`src/rtl/div_fpu.sv`:
```
// div_fpu: iterative IEEE-754 single-precision divider (result = a / b).
// Restoring division producing one quotient bit per cycle; one operation in
// flight, fixed 27-cycle latency from the accepting edge to the ready pulse.
module div_fpu #(
  parameter logic [31:0] CANON_NAN = 32'h7FC00000,
  parameter int          Q_BITS    = 25
) (
  input  logic        clk,
  input  logic        rst,
  input  logic        start,
  input  logic [31:0] a,
  input  logic [31:0] b,
  output logic        busy,
  output logic        ready,
  output logic [31:0] result
);

  typedef enum logic [1:0] {IDLE, CALC, PACK} state_t;
  typedef enum logic [1:0] {SP_NONE, SP_NAN, SP_INF, SP_ZERO} special_t;

  state_t              state;
  special_t            special;
  logic [4:0]          cnt;
  logic                sign;
  logic [7:0]          exp_a;
  logic [7:0]          exp_b;
  logic [23:0]         mant_a;
  logic [23:0]         mant_b;
  logic [25:0]         rem;
  logic [Q_BITS-1:0]   quo;
  logic                rem_ge;
  logic [24:0]         rem_sub;

  // Special-operand classification, highest priority first. Subnormals
  // (exponent 0) are treated as zero.
  function automatic special_t classify(input logic [31:0] x, input logic [31:0] y);
    logic nan_x, nan_y, inf_x, inf_y, zero_x, zero_y;
    nan_x  = (&x[30:23]) && (|x[22:0]);
    nan_y  = (&y[30:23]) && (|y[22:0]);
    inf_x  = (&x[30:23]) && !(|x[22:0]);
    inf_y  = (&y[30:23]) && !(|y[22:0]);
    zero_x = (x[30:23] == 8'h00);
    zero_y = (y[30:23] == 8'h00);
    if (nan_x || nan_y)        classify = SP_NAN;
    else if (inf_x && inf_y)   classify = SP_NAN;
    else if (zero_x && zero_y) classify = SP_NAN;
    else if (inf_x)            classify = SP_INF;
    else if (zero_y)           classify = SP_INF;
    else if (zero_x)           classify = SP_ZERO;
    else if (inf_y)            classify = SP_ZERO;
    else                       classify = SP_NONE;
  endfunction

  // Normalize the raw quotient, truncate, and saturate the exponent range.
  function automatic logic [31:0] pack_result(input logic s, input special_t sp,
                                              input logic [7:0] ea, input logic [7:0] eb,
                                              input logic [24:0] q);
    logic signed [9:0] e;
    logic [22:0]       m;
    e = $signed({2'b00, ea}) - $signed({2'b00, eb}) + (q[24] ? 10'sd127 : 10'sd126);
    m = q[24] ? q[23:1] : q[22:0];
    case (sp)
      SP_NAN:  pack_result = CANON_NAN;
      SP_INF:  pack_result = {s, 8'hFF, 23'h0};
      SP_ZERO: pack_result = {s, 31'h0};
      default: begin
        if (e >= 10'sd255)     pack_result = {s, 8'hFF, 23'h0};
        else if (e <= 10'sd0)  pack_result = {s, 31'h0};
        else                   pack_result = {s, e[7:0], m};
      end
    endcase
  endfunction

  // Trial subtraction of the divisor from the partial remainder; when the
  // divisor does not fit, the remainder is below 2^24 so bit 25 is zero.
  assign rem_ge  = (rem >= {2'b00, mant_b});
  assign rem_sub = rem_ge ? 25'(rem - {2'b00, mant_b}) : rem[24:0];

  // Control FSM with operand capture, iteration and result packing
  always_ff @(posedge clk or negedge rst) begin
    if (!rst) begin
      state   <= IDLE;
      special <= SP_NONE;
      cnt     <= '0;
      sign    <= 1'b0;
      exp_a   <= '0;
      exp_b   <= '0;
      mant_a  <= '0;
      mant_b  <= '0;
      rem     <= '0;
      quo     <= '0;
      busy    <= 1'b0;
      ready   <= 1'b0;
      result  <= '0;
    end else begin
      ready <= 1'b0;
      case (state)
        IDLE: begin
          if (start) begin
            state   <= CALC;
            cnt     <= '0;
            sign    <= a[31] ^ b[31];
            exp_a   <= a[30:23];
            exp_b   <= b[30:23];
            mant_a  <= {1'b1, a[22:0]};
            mant_b  <= {1'b1, b[22:0]};
            special <= classify(a, b);
          end
        end
        CALC: begin
          busy <= 1'b1;
          cnt  <= cnt + 5'd1;
          if (cnt == 5'd0) begin
            // Unpack cycle: seed the remainder with the dividend mantissa.
            rem <= {2'b00, mant_a};
            quo <= '0;
          end else begin
            rem <= {rem_sub, 1'b0};
            quo <= {quo[Q_BITS-2:0], rem_ge};
          end
          if (cnt == 5'(Q_BITS)) state <= PACK;
        end
        PACK: begin
          busy   <= 1'b0;
          ready  <= 1'b1;
          result <= pack_result(sign, special, exp_a, exp_b, quo);
          state  <= IDLE;
        end
        default: state <= IDLE;
      endcase
    end
  end

endmodule

```
`config.mk`:
```
export PLATFORM = sky130hd
export DESIGN_NAME = div_fpu
export DESIGN_NICKNAME = d
export VERILOG_FILES = /design/src/rtl/div_fpu.sv
export SDC_FILE = /design/constraint.sdc
export NUM_CORES = 1
export LEC_CHECK = 0
export BUFFER_PORTS_ARGS = -buffer_cell sky130_fd_sc_hd__buf_4
export CAP_MARGIN = 30
export CORE_ASPECT_RATIO = 0.7
export CORE_MARGIN = 3
export CORE_UTILIZATION = 43
export DETAILED_ROUTE_END_ITERATION = 6
export PLACE_DENSITY = 0.74
export SLEW_MARGIN = 20
export SYNTH_ARGS = -nofsm -noshare
export SYNTH_HDL_FRONTEND = slang
export SYNTH_SLANG_ARGS = --single-unit
```
`constraint.sdc`:
```
create_clock -name clk -period 5.4 [get_ports clk]
set_input_delay 0.54 -clock clk [delete_from_list [all_inputs] [get_ports clk]]
set_output_delay 0.54 -clock clk [all_outputs]
set_load 0.01 [all_outputs]
```
==> impl_results.md <==
- Row cnt: 43
- ANT nets after route: 0
- Hold Worst Slack: 0.0901 ns
- Worst slew pin tran: 0.944 ns
- Share of flip-flops with an asynchronous set or reset: 100%
- CP Class: register to register
- Setup violations, final: 0
- Die Y: 128 µm
- Initial antenna violation count: 0
- Sum Neg Setup Slack: 0 ns
- Clk buf depth: 2
- DR iter-0 viols: 619
- Tmin final: 3.58 ns
- Worst Clk Skew: 0.0121 ns
- Worst hold-check path type: primary input to async pin
- Finished Layout Cells: 1260
- GR Util All Layers: 19.5%
- ANT cells: 0
- Hold Vio Cnt, Final: 0
- Final Max Tran Viols: 0
- Root buffer cell: clkbuf_16
- Max Fclk: 279 MHz
- Nets: 1090
- Unique masters post-synth: 69
- Reg2reg end: rem[21]
- Resize count post-CTS: 0
- Remaining Overflow, GRT: 0
- Critical path's largest stage delay: 0.71 ns
- Highest ir drop seen on vdd: 0.332 mV
- Core area: 0.0203 mm²
- Layout fillers: 1816
- #FFs+latches synth: 158
- Drt drc: 0
- WL per Instance: 17.6 µm
- Syn Inst Count: 889
- # IOs: 101
- Crit path max fanout: 36
- EDFF count, synth: 0
- Critical path buffer and inverter count: 0
- Main synth FF type: dfrtp_1
- H-tree level count: 4
- Reg2Reg Setup Slack: 1.82 ns
- Startpoint types: register
- Post-Syn Nets: 1002
- Critical Path Sink Type: register
- DPL Wire Length: 15500 µm
- Clk slew on worst S/H paths: 0.06 ns
- Vias in the first global route: 7028
- Max-cap violations: 0
- # hold bufs at CTS: 0
- Global-route wire length before repair: 36300 µm
- Num CTS Buffers: 17
- Worst EP arrival: 3.90 ns
- Syn. warnings: 0
- Unrepaired setup endpoints after global routing: false
- Crit-path slowest cell: a31o_2
- CP required: 5.72 ns
- Syn Std Cell Area: 0.00909 mm²
- Largest net degree at the start of global routing: 61
- Share of cells above drive strength 1: 24.2%
- Vias: 7047
- Dpl cells: 1227
- TritonCTS clock tree: built
- Post-CTS Setup Inserts: 0
- Power, Total: 6970 µW
- Crit path cell chain: ha_1, and3_1, nand3_1, or4_1, o31ai_2, a31o_2, mux2_2, o22ai_1, o2bb2ai_1
- Die Wd: 180 µm
- Max_slew headroom: 36.5%
- Gp weighted congestion: 0.921
- Register area share after synthesis: 43.5%
- Cell Pwr Density: 654 mW/mm²
- Post-route clock period utilization: 66.3%
- Mean Syn Cell Area: 10.2 µm²
- FF-to-FF Start: rem[23]
- Critical path's top delay family: compound AO/OA/AOI/OAI gates
- Routed wire length: 22200 µm
- Clk Latency, worst-skew pair: 0.43 ns
- Status: finished clean
- PortBufs: 100
- Clk sink count: 158
- Die area: 0.0229 mm²
- DR vias/cell: 5.59
- Reg2reg path depth: 9
- Leak pwr: 0.00474 µW
- Layout area overhead: 17.4%
- Final core occ: 52.6%
- Initial core utilization: 44.8%
- Drt first pass iters: 5
cells in the final DEF (no fill, tap or decap), drive strengths merged, types with 11 or more instances in the layout:
master   synthesis  routed
a21oi           56      56
and3            21      21
buf             20     109
clkbuf          20      18
dfrtp          158     158
ha              44      44
inv             78      81
mux2            65      65
mux2i           34      34
nand2           59      59
nand4           11      11
nor2            38      38
nor2b           12      12
nor3            11      11
nor4            12      12
o21ai           52      52
o22ai           27      27
o2bb2ai         26      26
xnor2           15      15
xor2            14      14
kinds of logic (layout without fill, tap and decap cells):
family	count (synthesis)	in the layout	synth area share, %
xor gates and xnor gates	29	29	2.80
adders and majority gates	46	46	6.50
DFF	158	158	43.5
AOI/OAI and AO/OA	226	226	17.8
buffers and inverters	118	219	5.30
and+or+nand+nor	213	213	12.3
muxes	99	99	11.8
worst reg2reg max path, delay by kind of cell (launching register included):
kind / cells / cell delay (ns)
mux: 1 / 0.41
flops: 1 / 0.40
fa+ha+maj: 1 / 0.46
compound gates: 4 / 1.39
simple gates: 3 / 0.82
how the worst max path moves through the flow:
stage / from / end / depth (start not counted)
finish: rem[23] / rem[21] / 9
global route: exp_b[1] / result[21] / 11
CTS: exp_b[1] / result[21] / 11
detailed placement: exp_b[1] / result[10] / 11
global placement: exp_b[1] / result[21] / 11
floorplan: exp_a[0] / result[1] / 11
flip-flops by register name, summed over array words and instances, names as in the netlist, 5 cells and up:
| signal | flops |
|---|---|
| mant_b | 23 |
| rem | 26 |
| exp_b | 8 |
| mant_a | 24 |
| cnt | 5 |
| result | 32 |
| exp_a | 8 |
| quo | 25 |
layout make-up:
class / instances / area (µm²) / share of cell area (%)
multi-input cells: 613 / 4660 / 43.7
flip-flops and latches: 158 / 3950 / 37.1
repair buffers: 109 / 842 / 7.90
clock buffers: 18 / 439 / 4.12
well taps: 270 / 338 / 3.17
inverters: 78 / 293 / 2.75
clock inverters: 14 / 136 / 1.28
cell usage after synthesis, types with 4 or more instances:
library cell	instances	area share, %
xor2_1	14	1.3
ha_1	44	6.1
dfrtp_1	158	44
or3_1	4	0.28
and3_1	21	1.4
o2bb2ai_1	26	2.5
o22ai_2	19	2.6
o22ai_1	8	0.55
buf_1	13	0.54
nand2b_1	8	0.55
clkbuf_1	20	0.83
inv_1	78	3.2
a21o_1	8	0.66
and2_1	9	0.62
or4_1	7	0.58
o21ai_0	51	2.8
o21a_1	9	0.74
nor4_1	12	0.83
nor2b_1	11	0.76
nand3_1	9	0.50
nor3_1	10	0.55
mux2i_1	34	3.7
a211oi_1	6	0.50
mux2_2	65	8.1
a21oi_1	55	3.0
buf_2	5	0.28
nor2_1	38	1.6
nand4_1	11	0.76
a221o_1	8	0.88
xnor2_1	15	1.4
nand2_1	58	2.4
stage by stage:
step                      area, µm²  worst slack [ns]
after floorplan                9090              2.28
after global placement        10100              1.91
after detailed placement      10100              1.85
after CTS                     10600              1.83
after global routing          10700              1.50
final                         10700              1.82
where the power goes:
| group | internal, µW | switching (µW) |
|---|---|---|
| registers | 1590 | 263 |
| clock network | 655 | 522 |
| logic | 1670 | 2270 |
| total | 3920 | 3060 |
routing by layer:
metal	GRT usage, %	routed length (µm)
met3	4.27	1120
met2	30.2	9790
met1	28.0	10900
met4	4.95	303
met5	0	0
Note: power is estimated with default switching activity, not from simulation.
